--- src/rtl/minterm_scanner.sv ---
// Steps vec through codes 0..15, holding each SETTLE+1 cycles, captures f_in into tt and
// compares the completed truth table against EXPECT. All outputs are registered.
module minterm_scanner #(
  parameter int          SETTLE = 1,
  parameter logic [15:0] EXPECT = 16'hB0A0
) (
  input  logic        clk,
  input  logic        rst_n,
  input  logic        start,
  input  logic        abort,
  input  logic        f_in,
  output logic [3:0]  vec,
  output logic        busy,
  output logic        done,
  output logic [15:0] tt,
  output logic [4:0]  ones,
  output logic        mismatch
);

  typedef enum logic [1:0] {IDLE, SCAN, FIN} state_t;

  localparam logic [3:0] LP_SETTLE = 4'(SETTLE);

  state_t      r_state;
  logic [3:0]  r_cnt;
  logic [15:0] w_tt_next;

  // Table as it will look after the current sample; mismatch must see the final bit.
  always_comb begin
    w_tt_next      = tt;
    w_tt_next[vec] = f_in;
  end

  always_ff @(posedge clk or negedge rst_n) begin
    if (!rst_n) begin
      r_state  <= IDLE;
      r_cnt    <= 4'd0;
      vec      <= 4'd0;
      busy     <= 1'b0;
      done     <= 1'b0;
      tt       <= 16'd0;
      ones     <= 5'd0;
      mismatch <= 1'b0;
    end else begin
      done <= 1'b0;
      case (r_state)
        IDLE: begin
          if (start && !abort) begin
            r_state  <= SCAN;
            busy     <= 1'b1;
            tt       <= 16'd0;
            ones     <= 5'd0;
            mismatch <= 1'b0;
            r_cnt    <= 4'd0;
            vec      <= 4'd0;
          end
        end
        SCAN: begin
          if (abort) begin
            r_state  <= IDLE;
            busy     <= 1'b0;
            mismatch <= 1'b0;
          end else if (r_cnt == LP_SETTLE) begin
            r_cnt <= 4'd0;
            tt    <= w_tt_next;
            ones  <= ones + {4'd0, f_in};
            if (vec == 4'd15) begin
              r_state  <= FIN;
              busy     <= 1'b0;
              done     <= 1'b1;
              mismatch <= (w_tt_next != EXPECT);
            end else begin
              vec <= vec + 4'd1;
            end
          end else begin
            r_cnt <= r_cnt + 4'd1;
          end
        end
        FIN: begin
          r_state <= IDLE;
        end
        default: r_state <= IDLE;
      endcase
    end
  end

endmodule

--- config.mk ---
export PLATFORM = sky130hd
export DESIGN_NAME = minterm_scanner
export DESIGN_NICKNAME = d
export VERILOG_FILES = /design/src/rtl/minterm_scanner.sv
export SDC_FILE = /design/constraint.sdc
export NUM_CORES = 1
export LEC_CHECK = 0
export BUFFER_PORTS_ARGS = -buffer_cell sky130_fd_sc_hd__clkbuf_2
export CORE_MARGIN = 2
export CORE_UTILIZATION = 40
export DETAILED_ROUTE_END_ITERATION = 7
export PLACE_DENSITY = 0.57
export RECOVER_POWER = 25
export SYNTH_ARGS = -nofsm -noshare
export SYNTH_HDL_FRONTEND = slang
export SYNTH_SLANG_ARGS = --single-unit
--- constraint.sdc ---
create_clock -name clk -period 2.7 [get_ports clk]
set_input_delay 0.135 -clock clk [delete_from_list [all_inputs] [get_ports clk]]
set_output_delay 0.135 -clock clk [all_outputs]
set_load 0.03 [all_outputs]
; Word-level counts from Yosys, hierarchy flattened
; Index checks and enable logic that the tools add are counted.
[word_totals]
reg_bits = 34
output_inout_bits = 28
word_cells = 71
[op_classes]
addsub = 3
order_cmp = 2
eq_ne = 10
mux = 38
reduce_logical = 10
[ops]
columns = op, n
row1 = 16-bit two-way mux, 3
row2 = 16-bit one-hot mux with 2 select lines, 1
row3 = 4-bit two-way mux, 6
row4 = 16-bit bitwise mux, 1
row5 = 16-bit inequality test (second input constant), 1
row6 = 4-bit one-hot mux with 2 select lines, 2
row7 = 5-bit two-way mux, 3
row8 = 1-bit two-way mux, 13
row9 = 5-bit one-hot mux with 2 select lines, 1
row10 = 4-bit by 1-bit adder with 4-bit output (second input constant), 2
row11 = 2-bit two-way mux, 4
row12 = 2-bit inequality test (second input constant), 4
row13 = 4-bit AND reduction, 2
row14 = 3-bit inequality test (second input constant), 2
row15 = 3-bit AND reduction, 2
row16 = 5-bit by 1-bit adder with 5-bit output, 1
row17 = 4-bit by 5-bit less-than comparator with 1-bit output (second input constant), 1
row18 = 5-bit AND reduction, 1
row19 = 1-bit demux with 4-bit select, 1
row20 = 4-bit by 1-bit equality test with 1-bit output (second input constant), 1
row21 = 4-bit equality test (second input constant), 1
row22 = 4-bit by 1-bit >= comparator with 1-bit output (second input constant), 1
row23 = 1-bit one-hot mux with 2 select lines, 2
row24 = 2-bit one-hot mux with 2 select lines, 1
row25 = 5 further kinds, 6

; Depth between registers and ports, before layout
[logic_depth]
word_depth = 10
depth_mapped = 9

; Worst setup path before layout
; OpenSTA, ideal clock, no wires.
[synth_timing]
path_kind = reg2reg
start = reg vec[0]
end = reg mismatch
t_arrival_ns = 2.112
required_ns = 2.579
path_slack_ns = 0.467
stages_incl_launch_ff = 8
path_buffers = 0
period_less_slack_ns = 2.233
cell_sequence = dfrtp_1 inv_1 ha_1 nor3b_1 mux2i_1 nand4b_1 or4_1 a22o_1
[synth_between]
elab_chain_len = 10
elab_cells_between_ends = 14
cone_classes = order compare (2) / eq/ne (3) / mux (7) / reduce/logical (2)
[synth_lines]
columns = item, line
row1 = start: declaration, 12  ; output logic [3:0] vec,
row2 = start signal: assignment, 73  ; vec <= vec + 4'd1;
row3 = 4-bit by 5-bit less-than comparator with 1-bit output (not written as such) / 4-bit by 1-bit >= comparator with 1-bit output (equally long branches), 31  ; w_tt_next[vec] = f_in;
row4 = 1-bit logical AND (not written as such), 31
row5 = 1-bit two-way mux (not written as such), 31
row6 = 1-bit demux with 4-bit select, 31
row7 = 16-bit bitwise mux, 31
row8 = 16-bit inequality test, 71  ; mismatch <= (w_tt_next != EXPECT);
row9 = 1-bit two-way mux, 67  ; if (vec == 4'd15) begin
row10 = 1-bit two-way mux, 63  ; end else if (r_cnt == LP_SETTLE) begin
row11 = 1-bit two-way mux, 59  ; if (abort) begin
row12 = 1-bit one-hot mux with 2 select lines, 46  ; case (r_state)
row13 = end signal: assignment, 71
row14 = end: declaration, 17  ; output logic mismatch
; Several ways; a longest one is shown, not always the timed one. The select of a mux whose other input is x is not followed.
; A chain may end at the register's enable or synchronous reset.

; Worst setup path in the final report
[layout_timing]
start = reg r_cnt[1]
end = reg vec[0]
[layout_between]
elab_chain_len = 3
[layout_lines]
columns = item, line
row1 = start: declaration, 25  ; logic [3:0] r_cnt;
row2 = start signal: assignment, 76  ; r_cnt <= r_cnt + 4'd1;
row3 = 4-bit by 1-bit equality test with 1-bit output, 63
row4 = 2-bit inequality test (no source line), --
row5 = 5-bit AND reduction (no source line), --
; No other way between the ends.

==> impl_results.md <==
- Clk buf depth: 2
- Synth area leaders: dfrtp_1 45%, mux2i_1 8.0%, ha_1 6.6%, o21ai_0 5.8%, nand2_1 4.4%
- GRT overflow: 0
- Final ANT Viol Nets: 0
- # rows: 24
- Vias: 1,501
- Port Buf Inserts: 32
- Number of synthesized flops with an enable pin: 0
- Yosys reg bits: 34
- Worst IR Drop VDD: 0.0002755 V
- Setup ws final: 0.2686 ns
- Main synth FF type: dfrtp_1
- Adder-Cell Fraction of Synth Area: 6.631%
- Arr. time, crit path: 2.66 ns
- Share of Yosys cell area claimed by the top area cell type: 45.09%
- Fin area: 0.002136 mm^2
- Most frequent cells in the layout: 34 x dfrtp_1, 25 x clkbuf_1, 22 x nand2_1, 22 x o21ai_0, 15 x mux2i_1
- Status: finished, final reports clean
- Total power: 1.250 mW
- Total power density per cell area: 585.0 mW/mm^2
- Max cap viols: 0
- First-pass GRT wire length: 6969 um
- Tot GR Track Use: 17.31%
- Synth Instances: 189
- Startpoint types: register
- Largest net degree at the start of global routing: 35
- Leakage power: 0.9904 nW
- Minimum clock period: 2.431 ns
- Die Footprint: 0.005282 mm^2
- # H-tree levels: 2
- Final hold slack: 0.1274 ns
- Fmax: 411.3 MHz
- Setup tns final: 0 ns
- Layout cells sized above 1: 11.42%
- Crit. End Element: register
- Setup violations, final: 0
- Yosys cell types: 35
- Fin. max-slew vios: 0
- Synth area leader: dfrtp_1
- CTS root buffer: clkbuf_8
- Worst-path fanout max: 16
- Initial antenna violation count: 0
- DP HPWL: 2938 um
- CTS tree: done
- Worst reg2reg path startpoint: r_cnt[1]$_DFFE_PN0P_
- Ys async rst share: 100.0%
- Met3 global-route usage: 4.420%
- Compound-cell area share of the yosys netlist: 11.14%
- Worst Setup SP: r_cnt[1]$_DFFE_PN0P_
- Final wirelength: 4174 um
- Final hold violations: 0
- # diodes: 0
- Worst-Skew Late Latency: 0.29 ns
- Worst min path class: in2reg
- DRC: 0
- Mapped cell area: 0.001887 mm^2
- Die extent in y: 72.68 um
- Post-synthesis simple-gate area fraction: 22.02%
- # clock sinks: 34
- R2R Setup Slk: 0.27 ns
- GRT Max-Usage Layer: met2
- Die Wd: 72.68 um
- Slew headroom: 40.93%
- Place WS: 0.2762 ns
- Met1 GRT Util: 22.93%
- Hold Path Origin: abort
- Largest family of logic cells by synthesized area: simple AND/OR/NAND/NOR gates
- Detailed-router iteration count before antenna repair: 5
- GP Congestion: 0.7885
- Placed instance count: 262
- Sequential cell area: 850.8 um^2
- Clock Skew: 0.003357 ns
- CTS clk-pin slew, worst paths: 0.07 ns
- Commonest non-fill, non-tap cell in the layout: dfrtp_1
- Mux cell area share after synthesis: 9.748%
- Met2 Use GR: 26.87%
- CTS resizes: 0
- Filler cell count: 433
- Critical path required time: 2.93 ns
- Multi-input gate area: 969.7 um^2
- RSZ-0062 raised after global routing: false
- P&R area growth vs syn: 13.20%
- Worst-Margin Slew: 0.8861 ns
- Synth Area in XOR/XNOR: 1.857%
- I/O pin count: 33
- Final period util: 90.05%
- Syn Area/Cell: 9.983 um^2
- Setup CP Type: reg2reg
- Core Util, Final: 48.06%
- Core ar.: 0.004444 mm^2
- Post-route insts no fill: 271
- Nets: 233
- Wirelength per Cell: 15.40 um
- Initial core utilization: 42.45%
- Iter 0 DRT Violations: 70
- Num CTS Buffers: 5
- Placed Instance Area: 0.002064 mm^2
- Synth Net Count: 204
- Synth warn: 0
- Sequential share of the synthesized area: 45.09%
- Vias in the first global route: 1,411
- Routed vias/inst: 5.539
## logic make-up (layout without fill, tap and decap cells)
group / count (synthesis) / after routing
simple gates: 76 / 76
flops: 34 / 34
compound gates: 32 / 32
mux: 18 / 18
buf+inv: 15 / 45
fa+ha+maj: 10 / 10
xor+xnor: 4 / 4
## flip-flops by register name (all words and copies together), names as in the netlist
| signal | count |
|---|---|
| busy | 1 |
| done | 1 |
| mismatch | 1 |
| ones | 5 |
| r_cnt | 4 |
| r_state | 2 |
| tt | 16 |
| vec | 4 |
## routing by layer
metal,vias to the layer above,routed length [um],part of all wire [%]
met5,-,0,0
met1,738,1995,48
met2,38,1916,46
met4,0,75,1.8
met3,6,187,4.5
li1,719,-,-
## worst paths after layout
kind                       depth (start not counted)                     end
min in group asynchronous                          2     ones[4]$_DFFE_PN0P_
max                                                7      vec[0]$_DFFE_PN0P_
min reg2reg                                        2       tt[4]$_DFFE_PN0P_
max in group asynchronous                          2    r_cnt[3]$_DFFE_PN0P_
min                                                2  r_state[1]$_DFFE_PN0P_
max reg2reg                                        7      vec[0]$_DFFE_PN0P_
## power by group
part | switching (mW) | internal [mW] | total (mW)
sequential | 0.0499 | 0.542 | 0.592
combinational | 0.171 | 0.0980 | 0.269
clock | 0.183 | 0.206 | 0.389
total | 0.404 | 0.846 | 1.25
## worst max-delay path, stage by stage, from the launching register on
cell and delay (ns):
dfrtp_1 0.42, inv_1 0.07, ha_1 0.12, or3b_4 0.40
a2111oi_4 0.55, nand2_1 0.42, nor2_1 0.23, mux2_2 0.17
## synthesized netlist by cell type (all sizes together), types with 3 or more instances
cell and n:
dfrtp 34, nand2 23, o21ai 22, mux2i 15, nor2 12, ha 10
nand3b 8, buf 6, clkbuf 6, nand3 6, nor3b 6, a22o 4
xor2 4, inv 3, mux2 3, nand2b 3, nand4 3, nor3 3
## area by class of cell
class	count	area share (%)
clock buffer	7	4.042
clock inverter	1	0.2343
inverter	3	0.5272
multi-input combinational	140	45.40
sequential	34	39.84
tap	52	3.046
timing repair buffer	34	6.913
## timing repair
item | 4_1_cts | 5_1_grt
hold buffers | 1 | 0
endpoints found under the hold margin | 34 | 0
setup buffers | 0 | 0
(Power assumes the default switching activity.)
